--- src/rtl/mem_access_unit.sv ---
// mem_access_unit
//
// MEM-stage data-memory access controller. It sits between EX/MEM and MEM/WB.
// A load or store leaves EX/MEM as a req/ack transaction on the data-memory
// port. The pipeline is stalled until that transaction completes. A load's
// result is returned aligned and extended on mem_mo.
//
// Ports:
//   clk            pipeline clock, rising edge
//   clr            asynchronous active-high reset
//   mem_rmem       load in MEM stage
//   mem_wmem       store in MEM stage (wins if both are set)
//   mem_size       00 byte, 01 half, 10 word, 11 illegal
//   mem_unsigned   zero-extend sub-word loads
//   mem_alu_result effective byte address
//   mem_store_data store source value
//   dmem_req       bus request, high for every ACCESS cycle
//   dmem_we        bus write
//   dmem_addr      word address (low two bits zero)
//   dmem_wdata     lane-replicated store data
//   dmem_be        byte enables, bit i = byte i
//   dmem_ack       one-cycle bus completion
//   dmem_rdata     read word, valid with dmem_ack
//   mem_mo         formatted load result for MEM/WB
//   mem_stall      freezes the front of the pipeline
//   misalign       one-cycle alignment / illegal-size flag
//   bus_err        one-cycle timeout flag, raised in DONE

module mem_access_unit #(
    parameter int TIMEOUT = 16,
    parameter int CNT_W   = 5
) (
    input  logic        clk,
    input  logic        clr,
    input  logic        mem_rmem,
    input  logic        mem_wmem,
    input  logic [1:0]  mem_size,
    input  logic        mem_unsigned,
    input  logic [31:0] mem_alu_result,
    input  logic [31:0] mem_store_data,
    output logic        dmem_req,
    output logic        dmem_we,
    output logic [31:0] dmem_addr,
    output logic [31:0] dmem_wdata,
    output logic [3:0]  dmem_be,
    input  logic        dmem_ack,
    input  logic [31:0] dmem_rdata,
    output logic [31:0] mem_mo,
    output logic        mem_stall,
    output logic        misalign,
    output logic        bus_err
);

    typedef enum logic [1:0] {
        IDLE   = 2'd0,
        ACCESS = 2'd1,
        DONE   = 2'd2
    } state_t;

    localparam logic [CNT_W-1:0] LAST_CNT = CNT_W'(TIMEOUT - 1);

    state_t            state;
    state_t            next_state;
    logic              access;
    logic              bad;
    logic              start;
    logic [CNT_W-1:0]  count;
    logic [1:0]        lo_q;
    logic [1:0]        size_q;
    logic              uns_q;
    logic              store_q;
    logic [31:0]       mo_q;
    logic              err_q;
    logic [3:0]        be_next;
    logic [31:0]       wdata_next;
    logic [31:0]       load_fmt;
    logic [7:0]        byte_sel;
    logic [15:0]       half_sel;

    assign access = mem_rmem | mem_wmem;

    // Alignment check: size 11 is never legal regardless of address.
    always_comb begin
        bad = 1'b0;
        case (mem_size)
            2'b00:   bad = 1'b0;
            2'b01:   bad = mem_alu_result[0];
            2'b10:   bad = |mem_alu_result[1:0];
            default: bad = 1'b1;
        endcase
    end

    assign start = (state == IDLE) && access && !bad;

    // Byte-lane enables and replicated store data for the access being issued.
    always_comb begin
        be_next    = 4'b0000;
        wdata_next = 32'h0;
        case (mem_size)
            2'b00: begin
                be_next    = 4'b0001 << mem_alu_result[1:0];
                wdata_next = {4{mem_store_data[7:0]}};
            end
            2'b01: begin
                be_next    = mem_alu_result[1] ? 4'b1100 : 4'b0011;
                wdata_next = {2{mem_store_data[15:0]}};
            end
            2'b10: begin
                be_next    = 4'b1111;
                wdata_next = mem_store_data;
            end
            default: begin
                be_next    = 4'b0000;
                wdata_next = 32'h0;
            end
        endcase
    end

    // Load formatting uses the address/size captured at issue, so it does not
    // depend on EX/MEM staying frozen while the bus is busy.
    always_comb begin
        byte_sel = 8'h0;
        case (lo_q)
            2'd0:    byte_sel = dmem_rdata[7:0];
            2'd1:    byte_sel = dmem_rdata[15:8];
            2'd2:    byte_sel = dmem_rdata[23:16];
            default: byte_sel = dmem_rdata[31:24];
        endcase
        half_sel = lo_q[1] ? dmem_rdata[31:16] : dmem_rdata[15:0];
        load_fmt = dmem_rdata;
        case (size_q)
            2'b00:   load_fmt = uns_q ? {24'h0, byte_sel} : {{24{byte_sel[7]}}, byte_sel};
            2'b01:   load_fmt = uns_q ? {16'h0, half_sel} : {{16{half_sel[15]}}, half_sel};
            default: load_fmt = dmem_rdata;
        endcase
    end

    // State register.
    always_ff @(posedge clk or posedge clr) begin
        if (clr) begin
            state <= IDLE;
        end else begin
            state <= next_state;
        end
    end

    // Next-state logic. DONE always returns to IDLE, so the instruction still
    // sitting in EX/MEM during DONE is never issued a second time.
    always_comb begin
        next_state = state;
        case (state)
            IDLE:    if (start) next_state = ACCESS;
            ACCESS:  if (dmem_ack || (count == LAST_CNT)) next_state = DONE;
            DONE:    next_state = IDLE;
            default: next_state = IDLE;
        endcase
    end

    // Outputs. The stall and misalign terms are masked by clr so the pipeline
    // sees no stall while reset is being applied.
    always_comb begin
        dmem_req  = (state == ACCESS);
        mem_stall = !clr && (start || (state == ACCESS));
        misalign  = !clr && (state == IDLE) && access && bad;
        mem_mo    = misalign ? 32'h0 : mo_q;
        bus_err   = err_q;
    end

    // Bus registers, timeout counter and result capture.
    always_ff @(posedge clk or posedge clr) begin
        if (clr) begin
            dmem_we    <= 1'b0;
            dmem_addr  <= 32'h0;
            dmem_wdata <= 32'h0;
            dmem_be    <= 4'b0000;
            count      <= '0;
            lo_q       <= 2'b00;
            size_q     <= 2'b00;
            uns_q      <= 1'b0;
            store_q    <= 1'b0;
            mo_q       <= 32'h0;
            err_q      <= 1'b0;
        end else begin
            err_q <= 1'b0;
            case (state)
                IDLE: begin
                    if (start) begin
                        dmem_we    <= mem_wmem;
                        dmem_addr  <= {mem_alu_result[31:2], 2'b00};
                        dmem_wdata <= mem_wmem ? wdata_next : 32'h0;
                        dmem_be    <= be_next;
                        count      <= '0;
                        lo_q       <= mem_alu_result[1:0];
                        size_q     <= mem_size;
                        uns_q      <= mem_unsigned;
                        store_q    <= mem_wmem;
                    end else if (access) begin
                        mo_q <= 32'h0;
                    end
                end
                ACCESS: begin
                    if (dmem_ack) begin
                        mo_q <= store_q ? 32'h0 : load_fmt;
                    end else if (count == LAST_CNT) begin
                        mo_q  <= 32'h0;
                        err_q <= 1'b1;
                    end else begin
                        count <= count + 1'b1;
                    end
                end
                default: begin
                end
            endcase
        end
    end

endmodule

--- config.mk ---
export PLATFORM = sky130hd
export DESIGN_NAME = mem_access_unit
export DESIGN_NICKNAME = d
export VERILOG_FILES = /design/src/rtl/mem_access_unit.sv
export SDC_FILE = /design/constraint.sdc
export NUM_CORES = 1
export LEC_CHECK = 0
export BUFFER_PORTS_ARGS = -buffer_cell sky130_fd_sc_hd__buf_4
export CAP_MARGIN = 20
export CORE_MARGIN = 2
export CORE_UTILIZATION = 35
export CTS_CLUSTER_SIZE = 12
export DETAILED_ROUTE_END_ITERATION = 16
export SYNTH_ARGS = -nofsm -noshare
export SYNTH_HDL_FRONTEND = slang
export SYNTH_SLANG_ARGS = --single-unit
--- constraint.sdc ---
create_clock -name clk -period 7.2 [get_ports clk]
set_clock_uncertainty 0.2 [all_clocks]
set_input_delay 1.44 -clock clk [delete_from_list [all_inputs] [get_ports clk]]
set_output_delay 1.44 -clock clk [all_outputs]
set_load 0.1 [all_outputs]
==> flow_summary.json, run 1 <==
{
  "synthSimpleGateAreaFrac_pct": 12.2,
  "cts_tree": "yes",
  "synth_area_leaders": "dfrtp_1 51%, mux2_2 6.9%, a221o_1 4.5%, and2_1 3.7%, mux4_2 3.3%",
  "setup_tns_ns": 0,
  "hold_class": "reg2reg",
  "area_growth_pct": 36.2,
  "yosys_register_bits": 112,
  "regArea_um2": 2800,
  "htreeDepth": 3,
  "grt_pass1_wl_mm": 24.1,
  "antenna_found_initial": 0,
  "grt_max_degree": 101,
  "io_pins": 209,
  "dp.cells": 877,
  "num-fill-cells": 1470,
  "drt_iter0_markers": 303,
  "place_area_um2": 7180,
  "hold_viol_final": 0,
  "grt_pass1_vias": 4540,
  "min_path_cells": 2,
  "crit_type": "in2out",
  "path_max_fanout": 33,
  "gp_congestion": 0.812,
  "yosysSeqAreaShare_pct": 50.7,
  "synthXorXnorAreaFrac_pct": 0.159,
  "wl_mm": 15.5,
  "stdcell_area_um2": 7520,
  "finalPower_mw": 3.69,
  "synth_most_common_cell": "dfrtp_1",
  "syn_area_um2": 5520,
  "tightest_slew_ns": 1.06,
  "clkTransAtPathRegs_ns": 0.07,
  "dpl.hpwl_mm": 11.4,
  "nets": 785,
  "syn_inst": 499,
  "setup_slack_ns": 2.07,
  "reg2reg_depth": 3,
  "pre_cts_slack_ns": 2.04,
  "drtAntennaViolNets": 0,
  "synth_fa_ha_area_share_pct": 0.453,
  "setup_violations": 0,
  "post-route-min-period_ns": 5.13,
  "die_w_um": 130,
  "avgRoutedWirePerCell_um": 17.3,
  "root_buffer": "clkbuf_16",
  "utilization_pct": 49.1,
  "power_density_nw_per_um2": 490,
  "postCtsHoldBufs": 0,
  "clock.fmax_mhz": 195,
  "track_usage_pct": 18.2,
  "cp.required_ns": 5.56,
  "vias": 4632,
  "ys.flop_type": "dfrtp_1",
  "clock-sinks": 112,
  "synth_cell_types": 48,
  "end_kind": "output port",
  "cp.arrival_ns": 3.49,
  "core_area_um2": 15300,
  "cts_made_buffers": 9,
  "yosys_warnings": 0,
  "firstDrtPassIters": 4,
  "reg2reg_slack_ns": 4.37,
  "postCtsSetupBuffers": 0,
  "synth_top_family_by_area": "compound AO/OA/AOI/OAI gates",
  "io_buffers": 206,
  "avgSynthCellArea_um2": 11.1,
  "initial_utilization_pct": 36.1,
  "rr_startpoint": "size_q[1]",
  "r2r-end": "mo_q[31]",
  "synth_edf_count": 0,
  "die_y_um": 130,
  "synth_commonest_cells": "112 x dfrtp_1, 45 x nand2_1, 34 x mux2_2, 33 x and2_1, 32 x o21ai_0",
  "antenna_cells": 0,
  "status": "completed",
  "final_cell_count_no_fill": 895,
  "slew_headroom_pct": 28.8,
  "whs_endpoint": "dmem_be[2]",
  "multi_input_area_um2": 2480,
  "hold_slack_ns": 0.281,
  "synth_compound_area_share_pct": 19.6,
  "synth_top_area_share_pct": 50.7,
  "muxShareOfSynthArea_pct": 12.0,
  "slew_violations": 0,
  "drc": 0,
  "crit_path_start_kind": "input pin",
  "synthArstFlopShare_pct": 100,
  "hp-start": "dmem_be[2]",
  "ir_drop_v": 0.000242,
  "synth_top_area_cell": "dfrtp_1",
  "clk_latency_ns": 0.35,
  "rsz0062_at_grt": "false",
  "dieArea_um2": 16800,
  "fin_crit_sh_pct": 71.2,
  "placement_rows": 45,
  "power_leakage_nw": 3.59,
  "cts_resized": 0,
  "drive_above_1_share_pct": 39.9,
  "overflow": 0,
  "viasPerCell": 5.18,
  "maxCapViolCount": 0,
  "clk_path_buf_depth": 2
}
## worst max-delay path, stage by stage
cell and delay, ns:
buf_4 0.18, nor3_1 0.47, or2_1 0.21, or3_1 0.63, and2_1 0.24, buf_4 0.29
## state kept, by name, summed over array words and instances (netlist names), 2 cells and up
register,count
dmem_addr,30
state,2
count,5
lo_q,2
mo_q,32
dmem_wdata,32
dmem_be,4
size_q,2
## layout make-up
class                      count  area share (%)
inverter                      16           0.831
multi-input combinational    329            32.9
timing repair buffer         211            21.6
clock inverter                 5           0.532
tap                          211            3.51
clock buffer                  11            3.36
sequential                   112            37.2
## logic make-up (layout without fill, tap and decap cells)
family          Yosys count  count (layout)
compound gates          143             143
simple gates            129             129
flops                   112             112
buf+inv                  59             243
mux                      52              52
fa+ha+maj                 2               2
other cells               1               2
xor+xnor                  1               1
## cells in the final DEF, fill, tap and decap left out, drive strengths merged, types with 2 or more instances in the layout
cell | Yosys | routed
buf | 23 | 211
dfrtp | 112 | 112
nand2 | 45 | 45
mux2 | 34 | 34
and2 | 33 | 33
o21ai | 32 | 32
a221o | 25 | 25
a22o | 19 | 19
o2bb2ai | 19 | 19
inv | 15 | 16
o22ai | 15 | 15
a21oi | 13 | 13
nand2b | 11 | 11
clkbuf | 20 | 11
nor2b | 10 | 10
mux2i | 10 | 10
nor3 | 9 | 9
mux4 | 8 | 8
nor2 | 7 | 7
a2bb2oi | 7 | 7
clkinv | 1 | 5
nand3 | 4 | 4
and3 | 2 | 2
a21o | 2 | 2
ha | 2 | 2
conb | 1 | 2
o221ai | 2 | 2
a2111oi | 2 | 2
## metal layers
layer	track usage [%]	share of wire, %
met5	0	0
met2	28.3	46
met3	5.28	8.9
met1	24.4	43
met4	6.51	1.9
## worst max-delay path by stage
stage	cells after the start	to	from
after floorplan	6	mem_stall	mem_size[1]
after CTS	6	mem_mo[7]	mem_size[0]
after detailed placement	6	mem_mo[7]	mem_size[0]
after global routing	6	mem_mo[7]	mem_size[0]
final	6	mem_mo[7]	mem_size[0]
after global placement	6	mem_mo[6]	mem_size[0]
## report_power, final
| part | total (mW) | switching [mW] | internal, mW |
|---|---|---|---|
| sequential | 1.00 | 0.178 | 0.826 |
| combinational | 2.19 | 1.66 | 0.531 |
| clock | 0.492 | 0.235 | 0.257 |
| total | 3.69 | 2.08 | 1.61 |
(Power assumes the default switching activity.)
==> run 2, diff against run 1 <==
--- a/config.mk
+++ b/config.mk
@@ -5,6 +5,7 @@
 export SDC_FILE = /design/constraint.sdc
 export NUM_CORES = 1
 export LEC_CHECK = 0
+export ABC_AREA = 1
 export BUFFER_PORTS_ARGS = -buffer_cell sky130_fd_sc_hd__buf_4
 export CAP_MARGIN = 20
 export CORE_MARGIN = 2
==> constraint.sdc (replaced) <==
create_clock -name clk -period 5 [get_ports clk]
set_clock_uncertainty 0.2 [all_clocks]
set_input_delay 1 -clock clk [delete_from_list [all_inputs] [get_ports clk]]
set_output_delay 1 -clock clk [all_outputs]
set_load 0.1 [all_outputs]
==> run 2 against run 1 <==
  * Cell count rose by 37%
  * Sequential power up 30%
  * Critical path depth is 2 higher
  * Count of clock-buffer cells in the layout down 2
  * Non-clock buffer count up 2
  * Clock power increased by 51%
  * Flip-flop and latch count is the same
  * Core utilization is 0.65 points higher
  * Routed wire length up 15%
  * Via count up 23%
  * Register-to-register slack got worse by 1.9 ns
  * Total power increased by 31%
  * Critical endpoint is now mem_mo[1]
  * Highest routed layer unchanged
==> flow_summary.json, run 2 <==
{
  "clock.fmax_mhz": 260,
  "slowest_stage": "a21oi_4",
  "pre_cts_slack_ns": 1.13,
  "final_cell_mix": "321 x nand2_1, 212 x buf_4, 112 x dfrtp_1, 86 x inv_1, 58 x nor2_1",
  "grt_pass1_vias": 5471,
  "placement_rows": 46,
  "swShare_pct": 57.1,
  "root_buffer": "clkbuf_16",
  "postCtsHoldBufs": 0,
  "postCtsSetupBuffers": 0,
  "whs_endpoint": "mo_q[2]",
  "die_w_um": 132,
  "io_pins": 209,
  "power_leakage_nw": 4.37,
  "layout.cells.most_common": "nand2_1",
  "post-route-min-period_ns": 3.85,
  "synth_cell_types": 27,
  "maxCapViolCount": 0,
  "synth_area_leaders": "dfrtp_1 49%, nand2_1 21%, inv_1 5.7%, nor2_1 5.7%, a21oi_1 4.5%",
  "ys.flop_type": "dfrtp_1",
  "place_area_um2": 7670,
  "critical-path-top-delay-family": "buffers and inverters",
  "rsz0062_at_grt": "false",
  "synthArstFlopShare_pct": 100,
  "path_max_fanout": 22,
  "synth_most_common_cell": "nand2_1",
  "slew_violations": 0,
  "stdcell_area_um2": 7970,
  "hold_class": "reg2reg",
  "crit_type": "in2out",
  "vias": 5702,
  "cp.arrival_ns": 2.65,
  "wl_mm": 17.8,
  "synth_commonest_cells": "321 x nand2_1, 112 x dfrtp_1, 87 x inv_1, 87 x nor2_1, 52 x a21oi_1",
  "tightest_slew_ns": 1.00,
  "viasPerCell": 4.65,
  "dpl.hpwl_mm": 13.1,
  "grt_pass1_wl_mm": 28.6,
  "critPathMaxStageDelay_ns": 0.50,
  "ir_drop_v": 0.000475,
  "p_comb_share_pct": 57.9,
  "track_usage_pct": 20.5,
  "crit_buf_inv": 4,
  "avgSynthCellArea_um2": 7.08,
  "htreeDepth": 3,
  "setup_slack_ns": 1.15,
  "syn_inst": 816,
  "initial_utilization_pct": 36.1,
  "drt_iter0_markers": 342,
  "synth_edf_count": 0,
  "syn_area_um2": 5780,
  "num-fill-cells": 1643,
  "power.switching_mw": 2.76,
  "cp.required_ns": 3.80,
  "min_path_cells": 2,
  "setup_tns_ns": 0,
  "cts_made_buffers": 9,
  "reg2reg_depth": 10,
  "overflow": 0,
  "avgRoutedWirePerCell_um": 14.5,
  "clk_latency_ns": 0.36,
  "die_y_um": 132,
  "clock-sinks": 112,
  "antenna_cells": 0,
  "slew_headroom_pct": 33.0,
  "hp-start": "mo_q[2]",
  "cts_tree": "yes",
  "yosys_warnings": 0,
  "drive_above_1_share_pct": 27.3,
  "power_density_nw_per_um2": 608,
  "reg2reg_slack_ns": 2.46,
  "path_cells": "buf_4, inv_4, nand2_4, nand2_1, a21oi_4, buf_12, nor2_1, buf_4",
  "drc": 0,
  "seq_power_share_pct": 26.8,
  "antenna_found_initial": 0,
  "cp.depth": 8,
  "setup_violations": 0,
  "p_int_mw": 2.08,
  "crit_path_start_kind": "input pin",
  "core_area_um2": 16000,
  "grt_max_degree": 69,
  "end_kind": "output port",
  "p_clk_share_pct": 15.3,
  "nets": 1111,
  "synth_top_area_cell": "dfrtp_1",
  "drtAntennaViolNets": 0,
  "clkTransAtPathRegs_ns": 0.08,
  "critPathMostFrequentCell": "buf_4",
  "rr_startpoint": "state[0]",
  "io_buffers": 206,
  "synth_top_area_share_pct": 48.5,
  "status": "completed",
  "yosys_register_bits": 112,
  "hold_viol_final": 0,
  "largest_registers": "dmem_wdata x32, mo_q x32, dmem_addr x30",
  "fin_crit_sh_pct": 77.1,
  "yosysSeqAreaShare_pct": 48.5,
  "cts_resized": 0,
  "dieArea_um2": 17500,
  "area_growth_pct": 37.9,
  "r2r-end": "dmem_wdata[26]",
  "firstDrtPassIters": 5,
  "clk_path_buf_depth": 2,
  "gp_congestion": 0.919,
  "utilization_pct": 49.8
}
## run 2: cell count changes after synthesis, sizes merged, moves of 26 or more
cell,delta
a21oi,+39
and2,-33
inv,+80
mux2,-34
nand2,+281
nand3,+26
nor2,+80
o21ai,+34
## run 2: power groups by stage
stage | clock [mW] | combinational, mW | sequential, mW
6_report | 0.741 | 2.80 | 1.30
5_1_grt | 0.789 | 2.97 | 1.33
4_1_cts | 0.756 | 2.82 | 1.30
3_5_place_dp | 0 | 2.82 | 1.31
3_3_place_gp | 0 | 2.81 | 1.31
2_1_floorplan | 0 | 1.10 | 2.41
## run 2: cells by family after synthesis
kind of cell / Yosys count / synth area share, %
compound gates: 125 / 11.1
other cells: 1 / 0.0649
simple gates: 444 / 30.3
buf+inv: 131 / 9.45
xor+xnor: 1 / 0.152
fa+ha+maj: 2 / 0.433
flops: 112 / 48.5
## run 2: how the worst max path moves through the flow
stage / end / slack [ns] / from
5_1_grt: mem_mo[0] / 1.02 / mem_size[1]
3_3_place_gp: mem_mo[1] / 1.13 / mem_wmem
2_1_floorplan: mem_mo[0] / -0.34 / clr
3_5_place_dp: mem_mo[0] / 1.13 / mem_wmem
6_report: mem_mo[1] / 1.15 / mem_size[1]
4_1_cts: mem_mo[0] / 1.12 / mem_wmem
## run 2: metrics by stage
step,std cells,hold slack (ns),power [mW]
floorplan,817,0.242,3.52
global placement,1210,0.263,4.13
detailed placement,1210,0.262,4.13
CTS,1226,0.282,4.88
global route,1226,0.300,5.09
finish,1226,0.275,4.84
## run 2: metal layers
metal	wire (um)	share of wire (%)	vias to the layer above	GRT usage, %
met5	0	0	-	0
met4	354	2.0	0	6.75
met3	1500	8.4	23	6.48
met2	8190	46	212	32.5
met1	7710	43	2587	26.5
li1	-	-	2880	-
## run 2: worst register-to-register path, cell delays in order, from the launching register on
cell and delay (ns):
dfrtp_1 0.36, inv_1 0.08, nand2_1 0.05, nor2_1 0.21, nand3_4 0.29, inv_2 0.11, buf_4 0.35, nand2_2 0.41
inv_2 0.28, nand2_1 0.09, nand2_1 0.06
## run 2: layout make-up
cell class	instances	area (um^2)	share of cell area, %
Timing Repair Buffer	213	1610	20.2
Clock inverter	7	73.8	0.927
Tap cell	216	270	3.39
Multi-Input combinational cell	574	2620	32.9
Inverter	95	363	4.55
Sequential cell	112	2800	35.2
Clock buffer	9	225	2.83
